===== src/rtl/simon_input_arbiter.sv =====
// Button conditioner for the Simon core: sync, debounce, rotating-priority
// arbitration and one grant pulse per physical press, with stuck-button detection.
module simon_input_arbiter #(
    parameter int DEBOUNCE_TICKS = 3,
    parameter int STUCK_TICKS    = 180
) (
    input  logic       clk,
    input  logic       reset,
    input  logic [3:0] btn,
    input  logic       enable,
    input  logic       game_over,
    output logic [1:0] player_num,
    output logic       player_pressed,
    output logic       btn_held,
    output logic       stuck_error
);

    localparam int DW = $clog2(DEBOUNCE_TICKS + 1);
    localparam int SW = $clog2(STUCK_TICKS + 1);

    localparam logic [2:0] WAIT_REL = 3'd0;
    localparam logic [2:0] ARMED    = 3'd1;
    localparam logic [2:0] PRESS    = 3'd2;
    localparam logic [2:0] HOLD     = 3'd3;
    localparam logic [2:0] STUCK    = 3'd4;

    logic [3:0]    syncMeta;
    logic [3:0]    syncBtn;
    logic [3:0]    deb;
    logic [3:0]    debNext;
    logic [DW-1:0] debCnt     [4];
    logic [DW-1:0] debCntNext [4];
    logic [2:0]    state;
    logic [1:0]    rrLast;
    logic [1:0]    winner;
    logic [1:0]    idx;
    logic          found;
    logic          blocked;
    logic [SW-1:0] stuckCnt;

    assign blocked = game_over || !enable;

    // A bit flips only after its counter has already reached DEBOUNCE_TICKS
    // and the synchronised input still disagrees on the following edge.
    always_comb begin
        for (int unsigned i = 0; i < 4; i++) begin
            debNext[i]    = deb[i];
            debCntNext[i] = '0;
            if (syncBtn[i] != deb[i]) begin
                if (debCnt[i] == DW'(DEBOUNCE_TICKS)) begin
                    debNext[i] = syncBtn[i];
                end else begin
                    debCntNext[i] = debCnt[i] + 1'b1;
                end
            end
        end
    end

    always_comb begin
        winner = rrLast;
        idx    = rrLast;
        found  = 1'b0;
        for (int unsigned k = 1; k <= 4; k++) begin
            idx = rrLast + 2'(k);
            if (!found && deb[idx]) begin
                winner = idx;
                found  = 1'b1;
            end
        end
    end

    always_ff @(posedge clk or posedge reset) begin
        if (reset) begin
            syncMeta <= '0;
            syncBtn  <= '0;
            deb      <= '0;
            btn_held <= 1'b0;
            for (int unsigned i = 0; i < 4; i++) begin
                debCnt[i] <= '0;
            end
        end else begin
            syncMeta <= btn;
            syncBtn  <= syncMeta;
            deb      <= debNext;
            btn_held <= |debNext;
            for (int unsigned i = 0; i < 4; i++) begin
                debCnt[i] <= debCntNext[i];
            end
        end
    end

    always_ff @(posedge clk or posedge reset) begin
        if (reset) begin
            state          <= WAIT_REL;
            rrLast         <= 2'd3;
            player_num     <= '0;
            player_pressed <= 1'b0;
            stuck_error    <= 1'b0;
            stuckCnt       <= '0;
        end else begin
            case (state)
                WAIT_REL: begin
                    if (deb == '0) state <= ARMED;
                end
                ARMED: begin
                    if (blocked) begin
                        state <= WAIT_REL;
                    end else if (deb != '0) begin
                        player_num     <= winner;
                        player_pressed <= 1'b1;
                        state          <= PRESS;
                    end
                end
                PRESS: begin
                    player_pressed <= 1'b0;
                    rrLast         <= player_num;
                    stuckCnt       <= '0;
                    state          <= HOLD;
                end
                HOLD: begin
                    if (deb == '0) begin
                        state <= blocked ? WAIT_REL : ARMED;
                    end else if (stuckCnt == SW'(STUCK_TICKS - 1)) begin
                        stuck_error <= 1'b1;
                        state       <= STUCK;
                    end else begin
                        stuckCnt <= stuckCnt + 1'b1;
                    end
                end
                STUCK: begin
                    if (deb == '0) begin
                        stuck_error <= 1'b0;
                        state       <= WAIT_REL;
                    end
                end
                default: state <= WAIT_REL;
            endcase
        end
    end

endmodule


===== config.mk =====
export PLATFORM = sky130hd
export DESIGN_NAME = simon_input_arbiter
export DESIGN_NICKNAME = d
export VERILOG_FILES = /design/src/rtl/simon_input_arbiter.sv
export SDC_FILE = /design/constraint.sdc
export NUM_CORES = 1
export LEC_CHECK = 0
export ABC_AREA = 1
export BUFFER_PORTS_ARGS = -buffer_cell sky130_fd_sc_hd__buf_2
export CAP_MARGIN = 20
export CORE_ASPECT_RATIO = 2
export CORE_MARGIN = 3
export CORE_UTILIZATION = 35
export DETAILED_ROUTE_END_ITERATION = 10
export HOLD_SLACK_MARGIN = 0.05
export PLACE_DENSITY = 0.5
export SLEW_MARGIN = 20
export SYNTH_ARGS = -nofsm -noshare
export SYNTH_HDL_FRONTEND = slang
export SYNTH_SLANG_ARGS = --single-unit
export TNS_END_PERCENT = 50

===== constraint.sdc =====
create_clock -name clk -period 1.95 [get_ports clk]
set_input_delay 0.39 -clock clk [delete_from_list [all_inputs] [get_ports clk]]
set_output_delay 0.39 -clock clk [all_outputs]
set_load 0.01 [all_outputs]

==> results.py, run 1 <==
metrics = {
    "status": {
        "status": "finished, final reports clean",
    },
    "die": {
        "dieArea_sq_um": 6390,
        "initial_core_util_pct": 36.6,
        "die_w_um": 58.0,
        "boundaryPins": 13,
        "coreArea_sq_um": 5180,
        "die_h_um": 110,
        "rows": 37,
    },
    "clock_network": {
        "cts_buffer_depth": 2,
        "cts_tree": "built",
        "cts_sinks": 38,
        "numCtsBuffers": 5,
        "clock-root-buffer": "clkbuf_8",
        "ctsHoldBuffers": 0,
        "cts_max_level": 2,
        "cts_resized": 0,
        "clk_pin_slew_worst_paths_ps": 80,
        "cts_setup_buffers": 0,
        "clk_latency_ps": 290,
    },
    "critical_path": {
        "cp_slowest_cell": "dfstp_2",
        "worst-endpoint-arrival_ps": 1740,
        "critPathCaptureType": "register",
        "critical_path_class": "reg2reg",
        "cp_common_cell": "nand2_1",
        "reg2reg_depth": 11,
        "critPathMaxStageDelay_ps": 630,
        "cp.required_ps": 2140,
        "path_max_fanout": 9,
        "crit_path_start_kind": "register",
        "path_cells": "inv_4 > nand2_1 > nand2_1 > nand2_2 > nand2_2 > nor2_4 > nand2_1 > nand2_1 > nand2_1 > nand2_1 > nand2_1",
    },
    "finish": {
        "final_layout_size_suffix_gt1_share_pct": 20.5,
        "nets": 251,
        "n_antenna_cell": 0,
        "syn2layout_area_growth_pct": 10.8,
        "final_core_util_pct": 40.5,
    },
    "pwr": {
        "switching_power_mw": 1.20,
        "swShare_pct": 41.9,
        "power.density_nw_per_um2": 1370,
        "peakVddDrop_mv": 0.798,
        "combPwrFrac_pct": 41.0,
        "p_clk_share_pct": 18.2,
        "p_int_mw": 1.67,
        "power_frac_seq_pct": 40.8,
        "leakage_nw": 1.07,
        "power_mw": 2.88,
    },
    "drt": {
        "vias_per_cell": 4.75,
        "wl_per_cell_um": 12.3,
        "route.detailed.drc": 0,
        "drt_iter0_markers": 43,
        "routed_wl_um": 3650,
        "drtAntennaViolNets": 0,
        "vias": 1410,
        "dr.pass1.iters": 4,
    },
    "grt": {
        "grt_pass1_wl_um": 6420,
        "overflow": 0,
        "grt_max_degree": 39,
        "antenna_found_initial": 0,
        "grt_pass1_vias": 1445,
        "grtUsageTotal_pct": 13.4,
    },
    "logic_synthesis": {
        "syn-num-nets": 233,
        "synth_ff_type": "dfrtp_1",
        "yosysTopAreaCell": "dfrtp_1",
        "ys_ff_latch": 38,
        "yosys.cell_count.top_type": "nand2_1",
        "yosysTopAreaCellShare_pct": 47.5,
        "syn_area_per_cell_sq_um": 8.62,
        "ys_top_cells_by_area": "dfrtp_1, nand2_1, inv_1, nand3_1, ha_1",
        "netlist_instances": 220,
        "ys_types": 30,
        "synth_area_sq_um": 1900,
        "async_flop_share_pct": 100,
        "netlist_top_cells_count": "nand2_1, dfrtp_1, inv_1, nand3_1, nor2_1",
        "synth_edf_count": 0,
        "yosysWarnings": 0,
        "yosysSeqAreaShare_pct": 50.3,
    },
    "placement": {
        "place.port_buffers": 12,
        "preCtsSetupSlack_ps": 384,
        "dp_hpwl_um": 2710,
        "place_congestion": 0.874,
    },
    "sta": {
        "worst_pin_slew_ps": 484,
        "slew_headroom_pct": 67.7,
        "hold_viol": 0,
        "finalSetupTns_ps": 0,
        "rsz0062_at_grt": "no",
        "finClkSkew_ps": 7.41,
        "finalMaxSlewViolations": 0,
        "worst_slack_ps": 404,
        "min_period_ps": 1550,
        "fmax_mhz": 647,
        "setup_viol": 0,
        "finalCritPeriodShare_pct": 79.3,
    },
    "hold_path": {
        "holdCritPathClass": "in2async",
    },
    "run": {
        "maxCapViolations": 0,
    },
}
## cell usage in the layout (no fill, tap or decap)
cell,n
a21oi_1,2
o21a_1,1
xnor2_1,4
o21ai_0,11
clkbuf_1,1
nor2_4,1
nand4_1,1
nand2_1,55
nand3_1,17
nand2_4,1
o31ai_1,1
o21ai_1,5
xor2_1,3
inv_1,24
nand2_2,9
ha_1,5
clkbuf_8,5
nand4_4,1
or2_2,1
buf_4,1
nor2_1,15
nor2_8,1
clkinv_2,3
inv_2,7
dfstp_2,2
dfrtp_1,36
nand3b_1,2
nor3_1,7
nor2_2,1
buf_2,12
inv_4,1
nor3_2,3
## worst paths after layout
check / from / end / slack (ps)
worst max-delay path: rrLast[0]$_DFFE_PP1P_ / player_num[0]$_DFFE_PP0P_ / 400
worst min-delay path: reset / syncMeta[3]$_DFF_PP0_ / 200
worst max register to register: rrLast[0]$_DFFE_PP1P_ / player_num[0]$_DFFE_PP0P_ / 400
worst min register to register: syncMeta[1]$_DFF_PP0_ / syncBtn[1]$_DFF_PP0_ / 350
max in group asynchronous: reset / rrLast[1]$_DFFE_PP1P_ / 1390
min in group clk: btn[3] / syncMeta[3]$_DFF_PP0_ / 200
## cell families (layout without fill, tap and decap cells)
logic type	Yosys count	in the layout	synth area share [%]
xor gates and xnor gates	7	7	3.23
AOI/OAI and AO/OA	20	20	5.54
DFF	38	38	50.3
adders and majority gates	5	5	3.30
buffers and inverters	35	54	7.72
and+or+nand+nor	115	115	29.9
## routing by layer
metal | global-route usage, % | wire length (um)
met1 | 13.2 | 1460
met2 | 24.3 | 1950
met3 | 2.91 | 83
met4 | 8.96 | 156
met5 | 0 | 0
## layout make-up
class / count / area [sq um]
repair buffers: 13 / 67.6
flip-flops and latches: 38 / 953
inverters: 33 / 128
clock inverters: 2 / 10.0
well taps: 58 / 72.6
clock buffers: 6 / 72.6
multi-input cells: 147 / 796
fillers: 545 / 3090
## state kept, by name, indices dropped and copies added, names as in the netlist
| name | cells |
|---|---|
| debCnt | 8 |
| stuckCnt | 8 |
| deb | 4 |
| syncBtn | 4 |
| syncMeta | 4 |
| state | 3 |
| player_num | 2 |
| rrLast | 2 |
| btn_held | 1 |
| player_pressed | 1 |
| stuck_error | 1 |
## power by group through the flow
stage,registers (mW),logic (mW),clock network (mW)
after floorplan,1.14,0.986,0
after global placement,1.19,1.20,0
after detailed placement,1.19,1.20,0
after CTS,1.18,1.21,0.555
after global routing,1.21,1.38,0.584
final,1.17,1.18,0.524
## critical path: cells and delay by family (launching register included)
kind                   cells  cell delay, ps
buffers and inverters      1              80
DFF                        1             630
and+or+nand+nor           10             720
## per-stage QoR
step | std cells | hold WS (ps) | cell area (sq um)
after floorplan | 220 | 331 | 1900
after global placement | 289 | 332 | 2020
after CTS | 297 | 184 | 2100
after global routing | 297 | 187 | 2100
after detailed placement | 289 | 336 | 2020
final | 297 | 196 | 2100
Note: power is estimated with default switching activity, not from simulation.
==> run 2, diff against run 1 <==
--- a/config.mk
+++ b/config.mk
@@ -13,7 +13,7 @@
 export CORE_UTILIZATION = 35
 export DETAILED_ROUTE_END_ITERATION = 10
 export HOLD_SLACK_MARGIN = 0.05
-export PLACE_DENSITY = 0.5
+export PLACE_DENSITY = 0.52
 export SLEW_MARGIN = 20
 export SYNTH_ARGS = -nofsm -noshare
 export SYNTH_HDL_FRONTEND = slang
==> constraint.sdc (replaced) <==
create_clock -name clk -period 1.4 [get_ports clk]
set_input_delay 0.28 -clock clk [delete_from_list [all_inputs] [get_ports clk]]
set_output_delay 0.28 -clock clk [all_outputs]
set_load 0.01 [all_outputs]
==> run 2 against run 1 <==
  * Largest cell class unchanged
  * Cell area grew 21%
  * Register-to-register slack lost 470 ps
  * The run now ends with setup timing left
  * Utilization is 8.5 points higher
  * Clock power rose by 84%
  * Maximum frequency up 5.8%
  * Power is 74% higher
  * Via count up 12%
  * Combinational power up 110%
  * First-iteration DRC count unchanged
  * Critical endpoint is now player_num[1]$_DFFE_PP0P_
  * Count of clock-buffer cells in the layout is 1 higher
==> results.py, run 2 (synthesis gave the netlist of run 1 again) <==
metrics = {
    "status": {
        "status": "finished with violations",
        "violations": "setup timing",
    },
    "critical_path": {
        "critPathMaxStageDelay_ps": 610,
        "cp_common_cell": "nand2_1",
        "worst-endpoint-arrival_ps": 1640,
        "crit_path_start_kind": "register",
        "cp.required_ps": 1580,
        "critical_path_class": "reg2reg",
        "cp_slowest_cell": "dfstp_2",
        "path_max_fanout": 6,
        "critPathCaptureType": "register",
        "path_cells": "buf_4 > nand2_1 > nand2_4 > nand2_4 > nand3_1 > nand2_1 > nand2_1 > nand2_1 > nand3_1 > nand2_1",
    },
    "pwr": {
        "leakage_nw": 1.31,
        "p_int_mw": 3.10,
        "p_clk_share_pct": 19.3,
        "combPwrFrac_pct": 49.0,
        "power.density_nw_per_um2": 1970,
        "power_frac_seq_pct": 31.7,
        "peakVddDrop_mv": 0.986,
        "switching_power_mw": 1.90,
        "swShare_pct": 38.0,
    },
    "clock_network": {
        "clock-root-buffer": "clkbuf_8",
        "cts_max_level": 2,
        "numCtsBuffers": 5,
        "cts_sinks": 38,
        "clk_latency_ps": 290,
        "clk_pin_slew_worst_paths_ps": 70,
        "cts_buffer_depth": 2,
        "cts_tree": "built",
    },
    "finish": {
        "fillers": 517,
        "final_core_util_pct": 49.0,
        "nets": 292,
        "fin_area_sq_um": 2540,
        "largestRegisters": "debCnt: 8 flops, stuckCnt: 8 flops",
        "n_antenna_cell": 0,
        "final_common_cell": "nand2_1",
        "syn2layout_area_growth_pct": 33.9,
        "final_cell_mix": "nand2_1, buf_4, dfrtp_1",
        "final_layout_size_suffix_gt1_share_pct": 37.9,
    },
    "sta": {
        "finalCritPeriodShare_pct": 104,
        "setup_viol": 3,
        "worst_pin_slew_ps": 276,
        "finalMaxSlewViolations": 0,
        "whs_ps": 95.3,
        "finClkSkew_ps": 6.07,
        "slew_headroom_pct": 81.5,
        "hold_viol": 0,
        "worst_slack_ps": -61.2,
        "rsz0062_at_grt": "yes",
        "fmax_mhz": 684,
        "finalSetupTns_ps": -126,
        "min_period_ps": 1460,
    },
    "grt": {
        "grtUsageTotal_pct": 14.1,
        "grt_pass1_vias": 1608,
        "use_met1_pct": 14.2,
        "grt_util_met2_pct": 25.8,
        "grt_util_met3_pct": 2.45,
        "grt_max_degree": 39,
        "antenna_found_initial": 0,
        "busiest_layer": "met2",
        "overflow": 0,
        "grt_pass1_wl_um": 6760,
    },
    "die": {
        "coreArea_sq_um": 5180,
        "dieArea_sq_um": 6390,
        "die_h_um": 110,
        "initial_core_util_pct": 36.6,
        "boundaryPins": 13,
        "rows": 37,
        "die_w_um": 58.0,
    },
    "drt": {
        "drt_iter0_markers": 43,
        "route.detailed.drc": 0,
        "dr.pass1.iters": 5,
        "vias": 1582,
        "vias_per_cell": 4.68,
        "routed_wl_um": 3940,
        "drtAntennaViolNets": 0,
        "wl_per_cell_um": 11.7,
    },
    "placement": {
        "dp_hpwl_um": 2920,
        "place_congestion": 0.848,
        "placed_area_sq_um": 2240,
        "place.port_buffers": 12,
    },
    "run": {
        "maxCapViolations": 0,
    },
    "hold_path": {
        "holdCritPathClass": "in2reg",
    },
}
==> run 2: cell types whose count changed in the layout (fill, tap and decap cells not counted), sizes merged <==
| cell | previous run | this run |
|---|---|---|
| nand2 | 65 | 66 |
| clkbuf | 6 | 7 |
| bufinv | 0 | 1 |
| clkinv | 3 | 1 |
| buf | 13 | 52 |
| dlygate4sd3 | 0 | 1 |
==> run 2: layout make-up <==
type | instances | area, sq um | share of cell area, %
clock buffer | 7 | 86.3 | 3.40
clock inverter | 1 | 30.0 | 1.18
inverter | 33 | 130 | 5.13
multi-input combinational | 148 | 878 | 34.6
sequential | 38 | 955 | 37.6
tap | 58 | 72.6 | 2.86
timing repair buffer | 53 | 387 | 15.2
==> run 2: metal layers <==
layer  part of all wire [%]  vias to the layer above
met3                    1.5                        9
met5                      0                        -
met4                    2.9                        0
met1                     37                      738
li1                       -                      815
met2                     59                       20
==> run 2: worst paths after layout <==
kind / endpoint / slack, ps / cells past startpoint / startpoint
setup / recovery: player_num[1]$_DFFE_PP0P_ / -60 / 10 / rrLast[0]$_DFFE_PP1P_
min in group asynchronous: stuckCnt[5]$_DFFE_PP0P_ / 580 / 4 / reset
hold reg to reg: syncBtn[0]$_DFF_PP0_ / 350 / 0 / syncMeta[0]$_DFF_PP0_
setup reg to reg: player_num[1]$_DFFE_PP0P_ / -60 / 10 / rrLast[0]$_DFFE_PP1P_
max in group asynchronous: rrLast[1]$_DFFE_PP1P_ / 570 / 4 / reset
hold / removal: syncMeta[3]$_DFF_PP0_ / 100 / 1 / btn[3]
==> run 2: repair_timing <==
action	CTS	global route
resized for setup	10	17
endpoints found under the setup margin	8	10
endpoints found under the hold margin	36	0
pin swaps	6	5
setup buffers	6	5
cloned	0	1
hold buffers	1	0
==> run 2: power by group through the flow <==
stage	registers [mW]	logic [mW]	clock network, mW
after floorplan	1.59	1.37	0
after global placement	1.61	2.07	0
after detailed placement	1.62	2.08	0
after CTS	1.59	2.32	0.993
after global routing	1.63	2.79	1.04
final	1.59	2.46	0.965
==> run 2: stage by stage <==
stage	worst slack [ps]	instances	power (mW)
floorplan	0.0331	220	2.97
global placement	-86.8	317	3.68
detailed placement	-109	317	3.70
CTS	-73.3	332	4.91
global route	-198	338	5.46
finish	-61.2	338	5.01
==> run 2: critical path, delay by kind of cell, from the launching register on <==
kind	cells	cell delay, ps
buffers and inverters	1	140
DFF	1	610
and+or+nand+nor	9	600
==> run 3, diff against run 2 <==
--- a/config.mk
+++ b/config.mk
@@ -9,7 +9,7 @@
 export BUFFER_PORTS_ARGS = -buffer_cell sky130_fd_sc_hd__buf_2
 export CAP_MARGIN = 20
 export CORE_ASPECT_RATIO = 2
-export CORE_MARGIN = 3
+export CORE_MARGIN = 10
 export CORE_UTILIZATION = 35
 export DETAILED_ROUTE_END_ITERATION = 10
 export HOLD_SLACK_MARGIN = 0.05
==> run 3 against run 2 <==
  * The flow still finishes with violations (setup timing)
  * Combinational power hardly changed
  * Wire length up 5.5%
  * Sequential share of layout area rose by 0.40 points
  * Global-route usage fell by 3.9 points
  * Count of clock-buffer cells in the layout did not move
  * Critical path depth is the same
  * Die area rose by 40%
  * Power up 0.37%
  * Non-clock buffer count shrank 2
  * Cell area down 1.2%
  * Clock power hardly changed
  * Worst hold slack worse by 7.9 ps
  * Critical endpoint is now player_num[0]$_DFFE_PP0P_
  * Highest routed layer unchanged
==> results.py, run 3 (synthesis gave the netlist of run 1 again) <==
metrics = {
    "status": {
        "status": "finished with violations",
        "violations": "setup timing",
    },
    "critical_path": {
        "rrSetupSlack_ps": -80,
        "critPathMaxStageDelay_ps": 620,
        "critical_path_class": "reg2reg",
        "cp_common_cell": "nand2_1",
        "crit_buf_inv": 4,
        "crit_path_start_kind": "register",
        "critPathCaptureType": "register",
        "critical_path.top_delay_family": "flip-flops",
        "worst-endpoint-arrival_ps": 1670,
        "path_max_fanout": 6,
        "path_cells": "inv_4 > buf_6 > buf_4 > buf_4 > nand2_1 > nand2_1 > nand2_1 > nand2_1 > nand2_1 > nand2_1",
        "cp_slowest_cell": "dfstp_2",
        "cp.required_ps": 1590,
    },
    "finish": {
        "nets": 289,
        "final_layout_size_suffix_gt1_share_pct": 36.5,
        "final_cell_mix": "nand2_1, dfrtp_1, buf_4",
        "fillers": 511,
        "fin_area_sq_um": 2510,
        "largestRegisters": "debCnt: 8 flops, stuckCnt: 8 flops",
        "final_common_cell": "nand2_1",
        "syn2layout_area_growth_pct": 32.3,
        "final_core_util_pct": 48.4,
        "n_antenna_cell": 0,
    },
    "pwr": {
        "combPwrFrac_pct": 49.1,
        "power_frac_seq_pct": 31.7,
        "p_int_mw": 3.11,
        "power.density_nw_per_um2": 2000,
        "p_clk_share_pct": 19.2,
        "swShare_pct": 38.1,
        "power_mw": 5.03,
        "peakVddDrop_mv": 1.33,
        "leakage_nw": 1.29,
        "switching_power_mw": 1.92,
    },
    "sta": {
        "finalCritPeriodShare_pct": 106,
        "finalMaxSlewViolations": 0,
        "whs_ps": 87.4,
        "slew_headroom_pct": 80.8,
        "finalSetupTns_ps": -357,
        "fmax_mhz": 676,
        "worst_pin_slew_ps": 287,
        "min_period_ps": 1480,
        "hold_viol": 0,
        "finClkSkew_ps": 7.89,
        "setup_viol": 7,
        "worst_slack_ps": -78.8,
        "rsz0062_at_grt": "yes",
    },
    "die": {
        "die_h_um": 124,
        "die_w_um": 72.0,
        "boundaryPins": 13,
        "dieArea_sq_um": 8940,
        "rows": 37,
        "initial_core_util_pct": 36.6,
        "coreArea_sq_um": 5180,
    },
    "clock_network": {
        "clk_latency_ps": 290,
        "cts_tree": "built",
        "cts_buffer_depth": 2,
        "clock-root-buffer": "clkbuf_8",
        "clk_pin_slew_worst_paths_ps": 80,
        "numCtsBuffers": 5,
        "cts_max_level": 2,
        "cts_sinks": 38,
    },
    "drt": {
        "routed_wl_um": 4160,
        "drtAntennaViolNets": 0,
        "drt_iter0_markers": 62,
        "dr.pass1.iters": 4,
        "wl_per_cell_um": 12.4,
        "route.detailed.drc": 0,
        "vias_per_cell": 4.76,
        "vias": 1596,
    },
    "placement": {
        "place.port_buffers": 12,
        "place_congestion": 0.871,
        "placed_area_sq_um": 2220,
        "dp_hpwl_um": 3040,
    },
    "grt": {
        "antenna_found_initial": 0,
        "grt_pass1_vias": 1692,
        "grt_pass1_wl_um": 7140,
        "grtUsageTotal_pct": 10.1,
        "grt_max_degree": 39,
        "overflow": 0,
    },
    "hold_path": {
        "holdCritPathClass": "in2reg",
    },
    "run": {
        "maxCapViolations": 0,
    },
}
==> run 3: layout make-up <==
type / count / area (sq um) / share of cell area [%]
Timing Repair Buffer: 51 / 375 / 15.0
Tap cell: 58 / 72.6 / 2.89
Inverter: 33 / 130 / 5.19
Multi-Input combinational cell: 147 / 861 / 34.3
Sequential cell: 38 / 953 / 38.0
Clock inverter: 1 / 30.0 / 1.20
Clock buffer: 7 / 86.3 / 3.44
==> run 3: power groups by stage <==
stage	registers, mW	clock network, mW	logic (mW)
CTS	1.60	0.992	2.36
global placement	1.61	0	2.06
detailed placement	1.62	0	2.08
finish	1.59	0.966	2.47
floorplan	1.59	0	1.37
global route	1.63	1.04	2.77
==> run 3: final timing paths <==
check / end / startpoint / cells after the start
max in group asynchronous: rrLast[1]$_DFFE_PP1P_ / reset / 4
worst max register to register: player_num[0]$_DFFE_PP0P_ / rrLast[0]$_DFFE_PP1P_ / 10
worst min-delay path: syncMeta[3]$_DFF_PP0_ / btn[3] / 1
worst max-delay path: player_num[0]$_DFFE_PP0P_ / rrLast[0]$_DFFE_PP1P_ / 10
worst min register to register: syncBtn[1]$_DFF_PP0_ / syncMeta[1]$_DFF_PP0_ / 0
min in group asynchronous: syncMeta[3]$_DFF_PP0_ / reset / 4
==> run 3: metal layers <==
metal | GRT usage, % | vias to the layer above | part of all wire, % | wire, um
met4 | 6.69 | 0 | 2.5 | 102
met5 | 0 | - | 0 | 0
met3 | 2.07 | 5 | 2.0 | 85
li1 | - | 807 | - | -
met1 | 9.15 | 770 | 37 | 1550
met2 | 19.4 | 14 | 58 | 2420
==> run 3: worst reg2reg max path, cell delays in order (launching register included) <==
cell     delay, ps
dfstp_2        620
inv_4           90
buf_6          120
buf_4          120
buf_4          120
nand2_1         50
nand2_1         50
nand2_1         50
nand2_1         50
nand2_1         50
nand2_1         50
==> run 3: through the flow <==
step | setup WS [ps] | cells
2_1_floorplan | 0.0331 | 220
3_3_place_gp | -130 | 315
3_5_place_dp | -139 | 315
4_1_cts | -97.2 | 330
5_1_grt | -212 | 335
6_report | -78.8 | 335
==> run 3: repair_timing <==
item / CTS / global route
hold endpoints to repair: 36 / 0
setup endpoints to repair: 5 / 12
hold buffers: 1 / 0
gates resized for setup: 13 / 15
buffers inserted: 6 / 5
pin swaps: 6 / 6
